<file path="src/rtl/proc_datapath.sv">
// Execution datapath: 16-entry register file, immediate/operand/read-latch/result
// registers and an 8-op ALU, driven by per-cycle control strobes from the controller.
module proc_datapath #(
   parameter int DW = 8
) (
   input  logic          clk,
   input  logic          rst_n,
   input  logic          en_imm,
   input  logic [DW-1:0] imm,
   input  logic          sel_mux,
   input  logic          en_reg,
   input  logic          en_rf,
   input  logic          r_wf,
   input  logic [3:0]    sel_rf,
   input  logic          en_alu,
   input  logic [2:0]    sel_alu,
   output logic          alu_zero,
   output logic [DW-1:0] ram_wdata,
   input  logic [3:0]    dbg_sel,
   output logic [DW-1:0] dbg_data
);

   logic [DW-1:0] rf [16];
   logic [DW-1:0] imm_r;
   logic [DW-1:0] a_r;
   logic [DW-1:0] rd_r;
   logic [DW-1:0] res_r;
   logic          z_r;

   logic [DW-1:0] b_op;
   logic [DW-1:0] alu_res;
   logic [31:0]   sh_amt;
   logic          res_zero;

   assign b_op   = sel_mux ? rd_r : imm_r;
   assign sh_amt = {28'd0, a_r[3:0]};

   always_comb begin
      alu_res = '0;
      unique case (sel_alu)
         3'b000:  alu_res = b_op;
         3'b001:  alu_res = b_op;
         3'b010:  alu_res = a_r + b_op;
         3'b011:  alu_res = b_op - a_r;
         3'b100:  alu_res = (sh_amt >= DW) ? '0 : (b_op << sh_amt);
         3'b101:  alu_res = (sh_amt >= DW) ? '0 : (b_op >> sh_amt);
         3'b110:  alu_res = a_r & b_op;
         3'b111:  alu_res = a_r | b_op;
         default: alu_res = '0;
      endcase
   end

   assign res_zero = (alu_res == '0);

   // Flag is live during the ALU strobe so a jump decision needs no extra cycle.
   assign alu_zero  = en_alu ? res_zero : z_r;
   assign ram_wdata = res_r;
   assign dbg_data  = rf[dbg_sel];

   always_ff @(posedge clk or negedge rst_n) begin
      if (!rst_n) begin
         for (int i = 0; i < 16; i++) rf[i] <= '0;
         imm_r <= '0;
         a_r   <= '0;
         rd_r  <= '0;
         res_r <= '0;
         z_r   <= 1'b0;
      end else begin
         if (en_imm) imm_r <= imm;
         if (en_reg) a_r <= b_op;
         if (en_alu) begin
            res_r <= alu_res;
            z_r   <= res_zero;
         end
         // Write uses the pre-edge res_r, so a coincident ALU op is not forwarded.
         if (en_rf) begin
            if (r_wf) rd_r <= rf[sel_rf];
            else      rf[sel_rf] <= res_r;
         end
      end
   end

endmodule

</file>
<file path="config.mk">
export PLATFORM = sky130hd
export DESIGN_NAME = proc_datapath
export DESIGN_NICKNAME = d
export VERILOG_FILES = /design/src/rtl/proc_datapath.sv
export SDC_FILE = /design/constraint.sdc
export NUM_CORES = 1
export LEC_CHECK = 0
export CORE_UTILIZATION = 39
export CTS_CLUSTER_DIAMETER = 150
export CTS_CLUSTER_SIZE = 25
export DETAILED_ROUTE_END_ITERATION = 10
export PLACE_DENSITY = 0.6
export SYNTH_ARGS = -nofsm -noshare
export SYNTH_HDL_FRONTEND = slang
export SYNTH_SLANG_ARGS = --single-unit
</file>
<file path="constraint.sdc">
create_clock -name clk -period 4 [get_ports clk]
set_clock_uncertainty 0.15 [all_clocks]
set_input_delay 0.6 -clock clk [delete_from_list [all_inputs] [get_ports clk]]
set_output_delay 0.6 -clock clk [all_outputs]
set_load 0.1 [all_outputs]
</file>
### Yosys cells after proc, flatten, opt, wreduce, memory -nomap -nowiden

Index checks and enable logic that the tools add are counted.
Widths: inputs -> output; s select.

* output and inout bits: 17
* flip-flop bits (word level): 161
* word-level logic and storage cells: 61

* magnitude comparators: 4
* shift-type cells: 2
* reduce and logical (&&, ||, !) cells: 6
* bitwise logic cells: 5
* add/sub/neg operators: 2
* equality and inequality tests: 7
* muxes and demuxes: 14

Operators with widths (count)
* $bwmux 128: 1
* $bmux 8 s4: 2
* $mux 8: 8
* $pmux 8 s7: 1
* $demux 8 s4: 1
* $eq 3x3->1 const B: 4
* $ge 5x5->1 const B: 2
* $not 4->5: 2
* $add 8x8->8: 1
* $and 8x8->8: 1
* $logic_not 8->1: 1
* $or 8x8->8: 1
* $shl 8x4->8: 1
* $shr 8x4->8: 1
* $sub 8x8->8: 1
* $eq 3x2->1 const B: 2
* $lt 5x1->1 const B: 1
* $ge 4x4->1 const B: 1
* $reduce_and 2->1: 2
* $eq 3x1->1 const B: 1
* $logic_not 3->1: 1
* $reduce_or 2->1: 1
* $logic_and 1x1->1: 1
* $mux 1: 1
* $not 1->1: 1

### Depth between registers and ports, before layout

* depth after elaboration: 6
* depth in mapped cells: 14
* gate-level depth less buffers: 13

### Worst setup path after synthesis

No wires, ideal clock.

* kind: input -> output
* from: in sel_alu[2]
* to: out alu_zero
* required time: 3.250 ns
* slack: -1.274 ns
* buffers on the path: 1
* arrival: 4.524 ns
* stages on the path: 13
* cell sequence: clkbuf_1 > nor2b_1 > nand2_1 > nor2_1 > a21oi_1 > fa_1 > a21oi_1 > o211ai_1 > a21oi_1 > xnor2_1 > a311oi_1 > nor2_1 > o41ai_2

* longest elaborated chain between the ends: 5
* elaborated cells between the ends (all ways): 12

RTL lines
* start, declared: line 16 `input logic [2:0] sel_alu,`
* $eq 3x1->1 or $logic_not 3->1 (tied branches): line 40 `unique case (sel_alu)`
* $reduce_or 2->1 (no line)
* $pmux 8 s7 *: line 40
* $logic_not 8->1 *: line 53 `assign res_zero = (alu_res == '0);`
* $mux 1 *
* end, declared: line 17 `output logic alu_zero,`

Every way passes the cells marked *; elsewhere a longest branch is shown, timed or not.

### Worst setup path after layout

* from: reg a_r[2]
* to: out alu_zero

* longest elaborated chain between the ends: 5
* elaborated cells between the ends (all ways): 12

RTL lines
* start, declared: line 25 `logic [DW-1:0] a_r;`
* start signal, assigned: line 70 `if (en_reg) a_r <= b_op;`
* branches (longest 2 deep; another with $sub 8x8->8)
* $pmux 8 s7 *: line 40
* $logic_not 8->1 *: line 53
* $mux 1 *

Mark *: on every way between the ends.

==> results.toml <==
[timing]
fin_crit_sh_pct = 103
finalHoldViolCount = 0
fin_ws_ns = -0.116
min_period_ns = 4.12
tightest_slew_ns = 1.12
setup_viol = 1
fmax_ghz = 0.243
drv_slew = 0
rsz0062_at_grt = "yes"
fin_hold_ws_ns = 0.0936
setup_tns_ns = -0.116
slew_headroom_pct = 25.6

[setup_path]
endpoint_kind = "primary output"
start_kind = "register"
required_ns = 3.25
criticalPathCategory = "register to primary output"
worstPathArrival_ns = 3.37
crit_fanout = 5
regToRegSetupSlack_ns = 0.94

[route]
drcViolationCount = 0
via_per_inst = 5.91
ant_nets = 0
wl_mm = 27.0
drt_iter0_drc = 481
firstDrtPassIters = 5
num_vias = 6520
wl_per_cell_um = 24.5

[die]
pin_count = 44
dieArea_sq_um = 24700
core_sq_um = 23500
rows = 56
die_h_um = 157
die_x_um = 157
start_util_pct = 39.8

[pwr]
clkPwrFrac_pct = 24.1
sequentialPowerShare_pct = 36.4
peakVddDrop_v = 0.000361
p_leak_nw = 4.92
power.switching_w = 0.00250
total_power_w = 0.00692
sw_frac_of_total_pct = 36.1
combPwrFrac_pct = 39.5
power_density_nw_per_um2 = 605
intPower_w = 0.00443

[final_layout]
stdcell_count = 1103
fin_nets = 810
antenna_cells = 0
areaGrowthSynthToFinish_pct = 22.1
finish.instance_area_sq_um = 11400
nFillCells = 2096
layout-drive-gt1-share_pct = 49.9

[cts]
htreeDepth = 4
clk_pin_slew_worst_paths_ns = 0.07
cts_sinks = 161
cts_root_buf = "clkbuf_16"
clock_path_buffers = 2
cts_tree = "yes"
clock_latency_ns = 0.43
hold_buffers = 0
cts_made_buffers = 17

[yosys]
synthesis.area_sq_um = 9370
synth_seq_cells = 161
syn_inst = 680
syn_avg_cell_area_sq_um = 13.8
synth-edff-count = 0
async_flop_share_pct = 100
synth_warnings = 0
synth-main-ff-cell = "dfrtp_1"
yosysUniqueCellTypes = 55
synth_fp_nets = 719
synth-seq-area-share_pct = 43.0

[status]
violations = "negative setup slack"
outcome = "finished, violations left"

[placed_design]
place_hpwl_mm = 18.5
post_dp_cell_area_sq_um = 10700
routabilityCongestion = 0.891
post-place-cells = 1064
io_buffers = 43

[grt]
first_global_vias = 7077
antenna_found_initial = 0
grt_use_total_pct = 23.7
grt_max_degree = 92
grt.overflow.total = 0
grt_pass1_wl_mm = 42.6

[run]
drv_cap = 0

[min_path]
hold_class = "input port to asynchronous set/reset pin"
-- logic make-up after synthesis --
| logic type | share of synthesized area [%] |
|---|---|
| AO/OA/AOI/OAI | 5.57 |
| XOR/XNOR | 1.03 |
| adder cells (fa/ha/maj) | 2.11 |
| buffers and inverters | 2.58 |
| flip-flops | 43.0 |
| multiplexers | 40.1 |
| AND/OR/NAND/NOR | 5.61 |
-- layout by cell type, fill, tap and decap left out, types with 3 or more instances in the layout --
cell type        netlist  layout
ha_1                  11      10
nand3_1                5       5
buf_12                 0      14
xor2_1                 4       4
inv_1                  7       7
mux4_2                88      88
buf_2                 10       4
o211ai_1               6       6
nor3_1                 9       7
o21ai_0               24      21
clkbuf_16              0      17
a21oi_1               19      15
maj3_1                 4       4
clkdlybuf4s50_1        0      25
mux2_4                 4       4
dfrtp_1              161     159
inv_2                  4       4
a21oi_2                0       4
nor3b_1                4       4
nand2_1               42      39
mux2_2               142     142
buf_4                  0      69
nor2b_1                8       7
and3_1                 4       4
a22oi_1                3       3
dlygate4sd2_1          0       3
nand2b_1               6       6
inv_6                  0       3
xnor2_1                7       6
buf_6                  1       4
mux2i_1                9       8
nand4_1                3       3
clkinv_2               0       3
nor2_1                22      19
-- path summary, 6_finish.rpt --
kind,from,endpoint,cells past startpoint
worst max-delay path,a_r[2],alu_zero,12
worst min-delay path,rst_n,rf[61],1
worst max register to register,a_r[2],ram_wdata[7],13
worst min register to register,rf[52],rf[52],2
max in group asynchronous,rst_n,rf[105],2
min in group clk,rf[52],rf[52],2
-- timing repair --
| action | in CTS | in global routing |
|---|---|---|
| setup endpoints to repair | 1 | 1 |
| gates resized for setup | 33 | 0 |
| setup buffers | 7 | 0 |
| pin swaps | 19 | 1 |
-- cell type report --
cell class / count / area, sq um / area share (%)
Clock buffer: 19 / 443 / 3.87
Clock inverter: 13 / 151 / 1.32
Inverter: 12 / 46.3 / 0.405
Multi-Input combinational cell: 460 / 5230 / 45.7
Sequential cell: 161 / 4030 / 35.2
Tap cell: 319 / 399 / 3.49
Timing Repair Buffer: 119 / 1140 / 9.96
-- synthesized netlist by cell type, drive strengths merged (2+ instances only) --
library cell	instances	area, sq um
and3	4	25.0
o22ai	2	12.5
a221oi	2	23.8
nor2	22	82.6
o41ai	2	25.0
a211o	2	17.5
nand4	3	18.8
a22oi	3	22.5
a22o	2	17.5
clkbuf	32	120
a32oi	3	33.8
nor2b	8	50.1
mux2i	11	118
o21ai	24	120
maj3	4	40.0
nor3b	5	42.5
a21boi	2	15.0
o21a	2	15.0
mux4	88	1980
ha	11	138
nand2	42	158
inv	11	41.3
xor2	4	35.0
o31ai	3	22.5
o211ai	6	45.0
a21oi	19	95.1
nand2b	6	37.5
xnor2	7	61.3
nand3	5	25.0
mux2	146	1660
buf	15	76.3
nor3	9	45.0
a31oi	2	12.5
dfrtp	161	4030
-- power groups by stage --
stage | clock [W] | combinational (W) | sequential [W]
3_3_place_gp | 0 | 0.00260 | 0.00248
6_report | 0.00167 | 0.00273 | 0.00252
2_1_floorplan | 0 | 0.00169 | 0.00253
3_5_place_dp | 0 | 0.00263 | 0.00255
5_1_grt | 0.00177 | 0.00290 | 0.00259
4_1_cts | 0.00170 | 0.00274 | 0.00252
-- metrics by stage --
step                utilization, %  setup slack [ns]
finish                        48.6            -0.116
global placement              45.4            -0.652
floorplan                        -            -0.284
global route                  48.6            -0.286
detailed placement            45.4            -0.610
CTS                           48.6            -0.115
-- per-layer routing --
metal | GRT usage [%] | part of all wire, %
met1 | 33.1 | 45
met2 | 37.5 | 47
met3 | 3.88 | 4.7
met4 | 8.59 | 3.0
met5 | 0 | 0
-- flip-flops by register name (all words and copies together), names as in the netlist --
register,cells
ram_wdata,8
a_r,8
rf,128
rd_r,8
z_r,1
imm_r,8
-- worst max-delay path, stage by stage, from the launching register on --
cell and delay [ns]:
dfrtp_1 0.41, nor2_2 0.29, nand2_2 0.13, o21ai_2 0.16, xor2_1 0.19, ha_1 0.29, or3_1 0.35, o21ai_0 0.08
a21oi_1 0.08, xor2_1 0.19, o22ai_2 0.13, o41ai_4 0.45, buf_12 0.22
(Power assumes the default switching activity.)
